===== src/rtl/ser_tx.sv =====
// Multi-channel frame serializer: fetches NUM_CH words from a buffer and shifts them out
// MSB first with a generated bit clock and a frame sync on the first bit of channel 0.
module ser_tx #(
    parameter int  NUM_CH  = 8,
    parameter int  WORD_W  = 8,
    parameter int  CLK_DIV = 4,
    localparam int CH_W    = (NUM_CH > 1) ? $clog2(NUM_CH) : 1
) (
    input  logic              clk,
    input  logic              reset,
    input  logic              START,
    input  logic [WORD_W-1:0] RD_DATA,
    output logic              RD_EN,
    output logic [CH_W-1:0]   RD_ADDR,
    output logic              S_CLK,
    output logic              S_FS,
    output logic              S_DATA,
    output logic              BUSY,
    output logic              DONE,
    output logic              ERROR
);
    localparam int DIV_W = (CLK_DIV > 1) ? $clog2(CLK_DIV) : 1;
    localparam int BIT_W = (WORD_W > 1) ? $clog2(WORD_W) : 1;
    localparam logic [DIV_W-1:0] DIV_LAST = DIV_W'(CLK_DIV - 1);
    localparam logic [DIV_W-1:0] DIV_HALF = DIV_W'(CLK_DIV / 2);
    localparam logic [BIT_W-1:0] BIT_LAST = BIT_W'(WORD_W - 1);
    localparam logic [CH_W-1:0]  CH_LAST  = CH_W'(NUM_CH - 1);

    typedef enum logic [2:0] {IDLE, FETCH, LOAD, SHIFT, END} state_t;

    state_t            r_state, w_state_nxt;
    logic [DIV_W-1:0]  r_div, w_div_nxt;
    logic [BIT_W-1:0]  r_bit, w_bit_nxt;
    logic [CH_W-1:0]   r_ch, w_ch_nxt;
    logic [WORD_W-1:0] r_shift, w_shift_nxt;
    logic [WORD_W-1:0] r_hold, w_load_word;
    logic              r_rd_d1;

    logic              r_rd_en, w_rd_en_nxt;
    logic [CH_W-1:0]   r_rd_addr, w_rd_addr_nxt;
    logic              r_s_clk, w_s_clk_nxt;
    logic              r_s_fs, w_s_fs_nxt;
    logic              r_s_data, w_s_data_nxt;
    logic              r_busy, w_busy_nxt;
    logic              r_done, w_done_nxt;
    logic              r_error, w_error_nxt;
    logic              w_shifting, w_prefetch, w_word_end;

    assign w_word_end = (r_state == SHIFT) && (r_div == DIV_LAST) && (r_bit == BIT_LAST);

    always_ff @(posedge clk) begin
        if (reset) r_state <= IDLE;
        else       r_state <= w_state_nxt;
    end

    always_comb begin
        w_state_nxt = r_state;
        case (r_state)
            IDLE:    if (START) w_state_nxt = FETCH;
            FETCH:   w_state_nxt = LOAD;
            LOAD:    w_state_nxt = SHIFT;
            SHIFT:   if (w_word_end && (r_ch == CH_LAST)) w_state_nxt = END;
            END:     w_state_nxt = START ? FETCH : IDLE;
            default: w_state_nxt = IDLE;
        endcase
    end

    // Prefetched word arrives one cycle after RD_EN; it may land exactly on the word
    // boundary (CLK_DIV=2), so take it live in that cycle, otherwise from the hold register.
    assign w_load_word = r_rd_d1 ? RD_DATA : r_hold;

    always_comb begin
        w_div_nxt   = '0;
        w_bit_nxt   = '0;
        w_ch_nxt    = '0;
        w_shift_nxt = '0;
        case (r_state)
            LOAD: w_shift_nxt = RD_DATA;
            SHIFT: begin
                w_div_nxt   = r_div + 1'b1;
                w_bit_nxt   = r_bit;
                w_ch_nxt    = r_ch;
                w_shift_nxt = r_shift;
                if (r_div == DIV_LAST) begin
                    w_div_nxt = '0;
                    if (r_bit == BIT_LAST) begin
                        w_bit_nxt = '0;
                        if (r_ch != CH_LAST) begin
                            w_ch_nxt    = r_ch + 1'b1;
                            w_shift_nxt = w_load_word;
                        end else begin
                            w_ch_nxt    = '0;
                            w_shift_nxt = '0;
                        end
                    end else begin
                        w_bit_nxt   = r_bit + 1'b1;
                        w_shift_nxt = r_shift << 1;
                    end
                end
            end
            default: ;
        endcase
    end

    // Outputs are computed from the next state/counters so that every port is a flop.
    always_comb begin
        w_shifting    = (w_state_nxt == SHIFT);
        w_prefetch    = w_shifting && (w_bit_nxt == BIT_LAST) && (w_div_nxt == '0)
                        && (w_ch_nxt != CH_LAST);
        w_rd_en_nxt   = (w_state_nxt == FETCH) || w_prefetch;
        w_rd_addr_nxt = '0;
        if (w_prefetch)
            w_rd_addr_nxt = w_ch_nxt + 1'b1;
        else if (w_shifting || (w_state_nxt == LOAD))
            w_rd_addr_nxt = r_rd_addr;
        w_s_clk_nxt   = w_shifting && (w_div_nxt < DIV_HALF);
        w_s_data_nxt  = w_shifting && w_shift_nxt[WORD_W-1];
        w_s_fs_nxt    = w_shifting && (w_ch_nxt == '0) && (w_bit_nxt == '0);
        w_busy_nxt    = (w_state_nxt inside {FETCH, LOAD, SHIFT});
        w_done_nxt    = (w_state_nxt == END);
        w_error_nxt   = START && (r_state inside {FETCH, LOAD, SHIFT});
    end

    always_ff @(posedge clk) begin
        if (reset) begin
            r_div     <= '0;
            r_bit     <= '0;
            r_ch      <= '0;
            r_shift   <= '0;
            r_hold    <= '0;
            r_rd_d1   <= 1'b0;
            r_rd_en   <= 1'b0;
            r_rd_addr <= '0;
            r_s_clk   <= 1'b0;
            r_s_fs    <= 1'b0;
            r_s_data  <= 1'b0;
            r_busy    <= 1'b0;
            r_done    <= 1'b0;
            r_error   <= 1'b0;
        end else begin
            r_div     <= w_div_nxt;
            r_bit     <= w_bit_nxt;
            r_ch      <= w_ch_nxt;
            r_shift   <= w_shift_nxt;
            r_rd_d1   <= r_rd_en;
            if (r_rd_d1) r_hold <= RD_DATA;
            r_rd_en   <= w_rd_en_nxt;
            r_rd_addr <= w_rd_addr_nxt;
            r_s_clk   <= w_s_clk_nxt;
            r_s_fs    <= w_s_fs_nxt;
            r_s_data  <= w_s_data_nxt;
            r_busy    <= w_busy_nxt;
            r_done    <= w_done_nxt;
            r_error   <= w_error_nxt;
        end
    end

    assign RD_EN   = r_rd_en;
    assign RD_ADDR = r_rd_addr;
    assign S_CLK   = r_s_clk;
    assign S_FS    = r_s_fs;
    assign S_DATA  = r_s_data;
    assign BUSY    = r_busy;
    assign DONE    = r_done;
    assign ERROR   = r_error;
endmodule


===== config.mk =====
export PLATFORM = sky130hd
export DESIGN_NAME = ser_tx
export DESIGN_NICKNAME = d
export VERILOG_FILES = /design/src/rtl/ser_tx.sv
export SDC_FILE = /design/constraint.sdc
export NUM_CORES = 1
export LEC_CHECK = 0
export ABC_AREA = 1
export BUFFER_PORTS_ARGS = -buffer_cell sky130_fd_sc_hd__buf_2
export CAP_MARGIN = 20
export CORE_MARGIN = 5
export CORE_UTILIZATION = 45
export CTS_BUF_LIST = sky130_fd_sc_hd__clkbuf_4
export DETAILED_ROUTE_END_ITERATION = 7
export PLACE_DENSITY = 0.69
export SETUP_SLACK_MARGIN = 0.3
export SYNTH_ARGS = -nofsm -noshare
export SYNTH_HDL_FRONTEND = slang
export SYNTH_SLANG_ARGS = --single-unit

===== constraint.sdc =====
create_clock -name clk -period 2.7 [get_ports clk]
set_input_delay 0.135 -clock clk [delete_from_list [all_inputs] [get_ports clk]]
set_output_delay 0.135 -clock clk [all_outputs]
set_load 0.05 [all_outputs]

# [Word-level counts from Yosys, hierarchy flattened]
# Index checks and enable logic that the tools add are counted.
[totals] rom_bits=0 output_inout_bits=10 ff_bits=38 ramBits=0 n_memories=0 elab_cells=76 input_bits=11 latchBits=0
[op_classes] div=0 shift=0 bitwise_logic=0 n_addsub=4 reduce_logical=19 eq_ne=16 n_mul=0 n_lt_le_gt_ge=1 n_mux=20
[op_table] operator="3-bit two-way mux" count=11
[op_table] operator="8-bit two-way mux" count=4
[op_table] operator="8-bit case mux with 2 select lines" count=1
[op_table] operator="3-bit equality test, second input constant" count=5
[op_table] operator="3-bit case mux with 5 select lines" count=1
[op_table] operator="3-bit by 2-bit equality test with 1-bit output, second input constant" count=4
[op_table] operator="1-bit logical AND" count=11
[op_table] operator="3-bit by 1-bit adder with 3-bit output, second input constant" count=3
[op_table] operator="3-bit logical NOT" count=3
[op_table] operator="3-bit by 1-bit equality test with 1-bit output, second input constant" count=2
[op_table] operator="3-bit inequality test, second input constant" count=2
[op_table] operator="3-bit nonzero test" count=2
[op_table] operator="2-bit two-way mux" count=2
[op_table] operator="2-bit by 1-bit adder with 2-bit output, second input constant" count=1
[op_table] operator="2-bit equality test, second input constant" count=1
[op_table] operator="2-bit logical NOT" count=1
[op_table] operator="1-bit logical OR" count=2
[op_table] operator="2-bit < comparator, second input constant" count=1
[op_table] operator="2-bit by 1-bit inequality test with 1-bit output, second input constant" count=1
[op_table] operator="2-bit inequality test, second input constant" count=1
[op_table] operator="1-bit two-way mux" count=1

# [Logic depth before layout (Yosys ltp)]
[depth] ltp_word=11 mapped_depth=16 depth_no_buf=16

# [Worst setup path before layout]
# No wires, ideal clock.
[synth_timing] path_type="reg2reg" startpoint="reg r_bit[0]" endpoint="reg r_rd_addr[1], in the netlist RD_ADDR[1]" required_time_ps=2636 period_less_slack_ps=2123 stages_incl_launch_ff=16 n_path_buf=0 path_slack_ps=577 arrival_time_ps=2059 setup_ps=64 cell_sequence="dfxtp_1 -> ha_1 -> ha_1 -> nand2_1 -> or2_2 -> o211ai_1 -> inv_1 -> ha_1 -> ha_1 -> inv_1 -> nand2_1 -> nor2_2 -> nand2_2 -> nor2_2 -> nor2_1 -> nor2_1"
[synth_between] elab_cells_between_ends=23 classes_between="add/sub (2); eq/ne (6); mux (9); reduce/logical (6)"
[synth_rtl] element="start, declared" line="33" text="logic [BIT_W-1:0] r_bit, w_bit_nxt;"
[synth_rtl] element="start signal, assigned" line="142" text="r_bit <= w_bit_nxt;"
[synth_rtl] element="3-bit equality test *" line="86" text="if (r_bit == BIT_LAST) begin"
[synth_rtl] element="3-bit two-way mux *" line="86"
[synth_rtl] element="3-bit two-way mux *" line="84" text="if (r_div == DIV_LAST) begin"
[synth_rtl] element="3-bit two-way mux *" line="77" text="case (r_state)"
[synth_rtl] element="named net w_ch_nxt[1]" line="34" text="logic [CH_W-1:0] r_ch, w_ch_nxt;"
[synth_rtl] element="parallel branches: the longest is 3 deep, another holds 3-bit by 1-bit adder with 3-bit output"
[synth_rtl] element="end signal, assigned" line="148" text="r_rd_addr <= w_rd_addr_nxt;"
[synth_rtl] element="end, declared" line="40" text="logic [CH_W-1:0] r_rd_addr, w_rd_addr_nxt;"
# Mark *: on every way through the listed nets, which the timed path passes.
# A chain may end at the register's enable or synchronous reset.

# [Final worst setup path]
[layout_timing] startpoint="reg r_bit[1]" endpoint="reg r_rd_addr[1], in the netlist RD_ADDR[1]"
# Same word-level chain as after synthesis.

==> out/metrics.yaml <==
synth_edf_count: 0
cts_tree: "built"
cp_num_buf_inv: 2
initial_core_util_pct: 45.7
worstMarginPinSlew_ns: 0.497
synth_warnings: 0
clk_pin_slew_ns: 0.11
nets: 277
holdCritPathClass: "in2reg"
cts_max_level: 2
die_area_um2: 5330
reg2regPathDepth: 15
syn_inst: 236
wl_met3_um: 146
synthesis.nets: 255
finalClockSkew_ns: 0.0157
gp_congestion: 0.851
synth_flop_cell: "dfxtp_1"
cp_max_fo: 4
status: "complete, no violations"
cap_violations: 0
critical_path_arrival_ns: 2.51
cp_top_family: "simple AND/OR/NAND/NOR gates"
drtIter0Drc: 57
period_minus_slack_ns: 2.22
num_antenna_cells: 0
stdcell_count: 309
worstPathRequired_ns: 2.98
period_share_pct: 82.4
highest_layer: "met4"
die_h_um: 73.0
cts_root_buf: "clkbuf_4"
rows: 23
rsz0062_at_grt: "no"
cp-end-kind: "flip-flop"
clockBufferDepth: 2
final-setup-viol-count: 0
vias: 1478
num_io_pins: 21
avgSynthCellArea_um2: 7.58
cpMostUsedCell: "ha_1"
vdd_drop_max_mv: 0.231
synthDistinctLibCells: 33
design_area_um2: 2020
criticalPathCategory: "reg2reg"
hold_path_depth: 3
power_mw: 1.20
wl_per_cell_um: 11.0
tns_ns: 0
dpl-instance-area_um2: 1920
post-place-cells: 301
p_leak_nw: 0.992
dp_hpwl_um: 2540
ant_nets: 0
routed_wl_um: 3410
grt_pass1_vias: 1453
synth-async-reset-ratio_pct: 0
core_um2: 3910
met1_length_um: 1560
cts_made_buffers: 5
netlist_area_um2: 1790
worstSetupPathDepth: 15
grt_overflow: 0
viasPerCell: 4.78
finalHoldViolCount: 0
grt_pass1_wl_um: 6240
grt_usage_pct: 15.1
area_growth_pct: 12.7
drc: 0
fp.dieW_um: 73.0
worstPathCellList: "ha_1 -> ha_2 -> nand2_1 -> or2_2 -> o211ai_1 -> inv_1 -> ha_1 -> ha_1 -> inv_1 -> nand2_1 -> nor2_2 -> nand2_2 -> nor2_2 -> nor2_1 -> nor2_1"
dr_wl_met2_um: 1640
layout-drive-gt1-share_pct: 22.4
grt_max_degree: 26
cp-start-kind: "flip-flop"
io_buffers: 20
fmax_mhz: 450
antenna_found_initial: 0
power_density_nw_per_um2: 596
max_stage_delay_ns: 0.34
cts.sinks: 38
dr.pass1.iters: 4
slew_headroom_pct: 66.8
ys_seq_area_share_pct: 42.5
slew_violations: 0
ys_seq_elements: 38
clk_latency_ns: 0.34
crit_slowest_cell: "dfxtp_1"
whs_ns: 0.0246
## cells in the final DEF (no fill, tap or decap), types with 2 or more instances in the layout
| cell type | netlist | final |
|---|---|---|
| nand3_1 | 10 | 10 |
| nor3_1 | 3 | 3 |
| nand3_2 | 4 | 4 |
| inv_2 | 3 | 3 |
| ha_2 | 0 | 2 |
| nor2_1 | 29 | 29 |
| buf_2 | 1 | 20 |
| clkbuf_4 | 0 | 7 |
| o211ai_1 | 7 | 7 |
| o21ai_1 | 3 | 2 |
| nand2_2 | 5 | 5 |
| nor2_2 | 4 | 4 |
| inv_1 | 30 | 30 |
| a21oi_1 | 2 | 2 |
| nand2_1 | 51 | 51 |
| o21ai_0 | 17 | 17 |
| ha_1 | 8 | 6 |
| dfxtp_1 | 38 | 37 |
| a31oi_1 | 2 | 2 |
| or2_2 | 2 | 2 |
## cell families after synthesis
kind of cell               Yosys count  share of synthesized area [%]
AOI/OAI and AO/OA                   34                           11.1
adders and majority gates            8                           5.60
buffers and inverters               40                           9.10
DFF                                 38                           42.5
and+or+nand+nor                    116                           31.6
## timing repair
| item | in CTS | in global routing |
|---|---|---|
| endpoints found under the setup margin | 0 | 3 |
| resized for setup | 0 | 4 |
| hold buffers | 0 | 0 |
| setup buffers | 0 | 0 |
## final cells by class
class	count	area [um2]
Timing Repair Buffer	21	108
Tap cell	50	62.6
Multi-Input combinational cell	158	873
Sequential cell	38	762
Fill cell	405	1900
Inverter	34	128
Clock inverter	1	30.0
Clock buffer	7	52.6
## path summary, 6_finish.rpt
kind         slack [ns]     start         end
max                0.48  r_bit[1]  RD_ADDR[1]
max reg2reg        0.48  r_bit[1]  RD_ADDR[1]
min                0.02     START       ERROR
min reg2reg        0.43     RD_EN     r_rd_d1
## power breakdown
part | internal [mW] | leakage [nW] | switching [mW] | total [mW]
clock network | 0.217 | 0.0463 | 0.179 | 0.395
logic | 0.0571 | 0.636 | 0.139 | 0.196
registers | 0.593 | 0.309 | 0.0163 | 0.610
## state kept, by name, summed over array words and instances, names as in the netlist, 2 cells and up
name     cells
r_hold       8
r_state      3
r_ch         3
RD_ADDR      3
r_div        2
r_shift      8
r_bit        3
## routing by layer
metal / global-route usage, % / vias up
met1: 17.2 / 665
met5: 0 / -
met3: 4.68 / 8
met2: 26.3 / 19
li1: - / 786
met4: 5.33 / 0
## cells in the mapped netlist, types with 2 or more instances
cell	n	area, um2
dfxtp_1	38	761
nand3_2	4	40.0
a21oi_1	2	10.0
a31oi_1	2	12.5
nor2_2	4	25.0
nor3_1	3	15.0
o21ai_1	3	15.0
clkbuf_1	3	11.3
inv_2	3	11.3
ha_1	8	100
nand2_1	51	191
inv_1	30	113
nand3_1	10	50.1
nor2_1	29	109
or2_2	2	12.5
o211ai_1	7	52.6
nand2_2	5	31.3
o21ai_0	17	85.1
## per-stage QoR
step,worst slack [ns],util [%]
finish,0.476,51.5
global route,0.302,51.5
CTS,0.394,51.2
detailed placement,0.409,49.1
global placement,0.467,49.1
floorplan,0.577,-
## worst register-to-register path: stages, from the launching register on
cell and delay [ns]:
dfxtp_1 0.34, ha_1 0.15, ha_2 0.21, nand2_1 0.10, or2_2 0.28, o211ai_1 0.13
inv_1 0.08, ha_1 0.19, ha_1 0.17, inv_1 0.09, nand2_1 0.07, nor2_2 0.11
nand2_2 0.06, nor2_2 0.07, nor2_1 0.04, nor2_1 0.09
No activity file was read; power rests on OpenSTA's default activity.
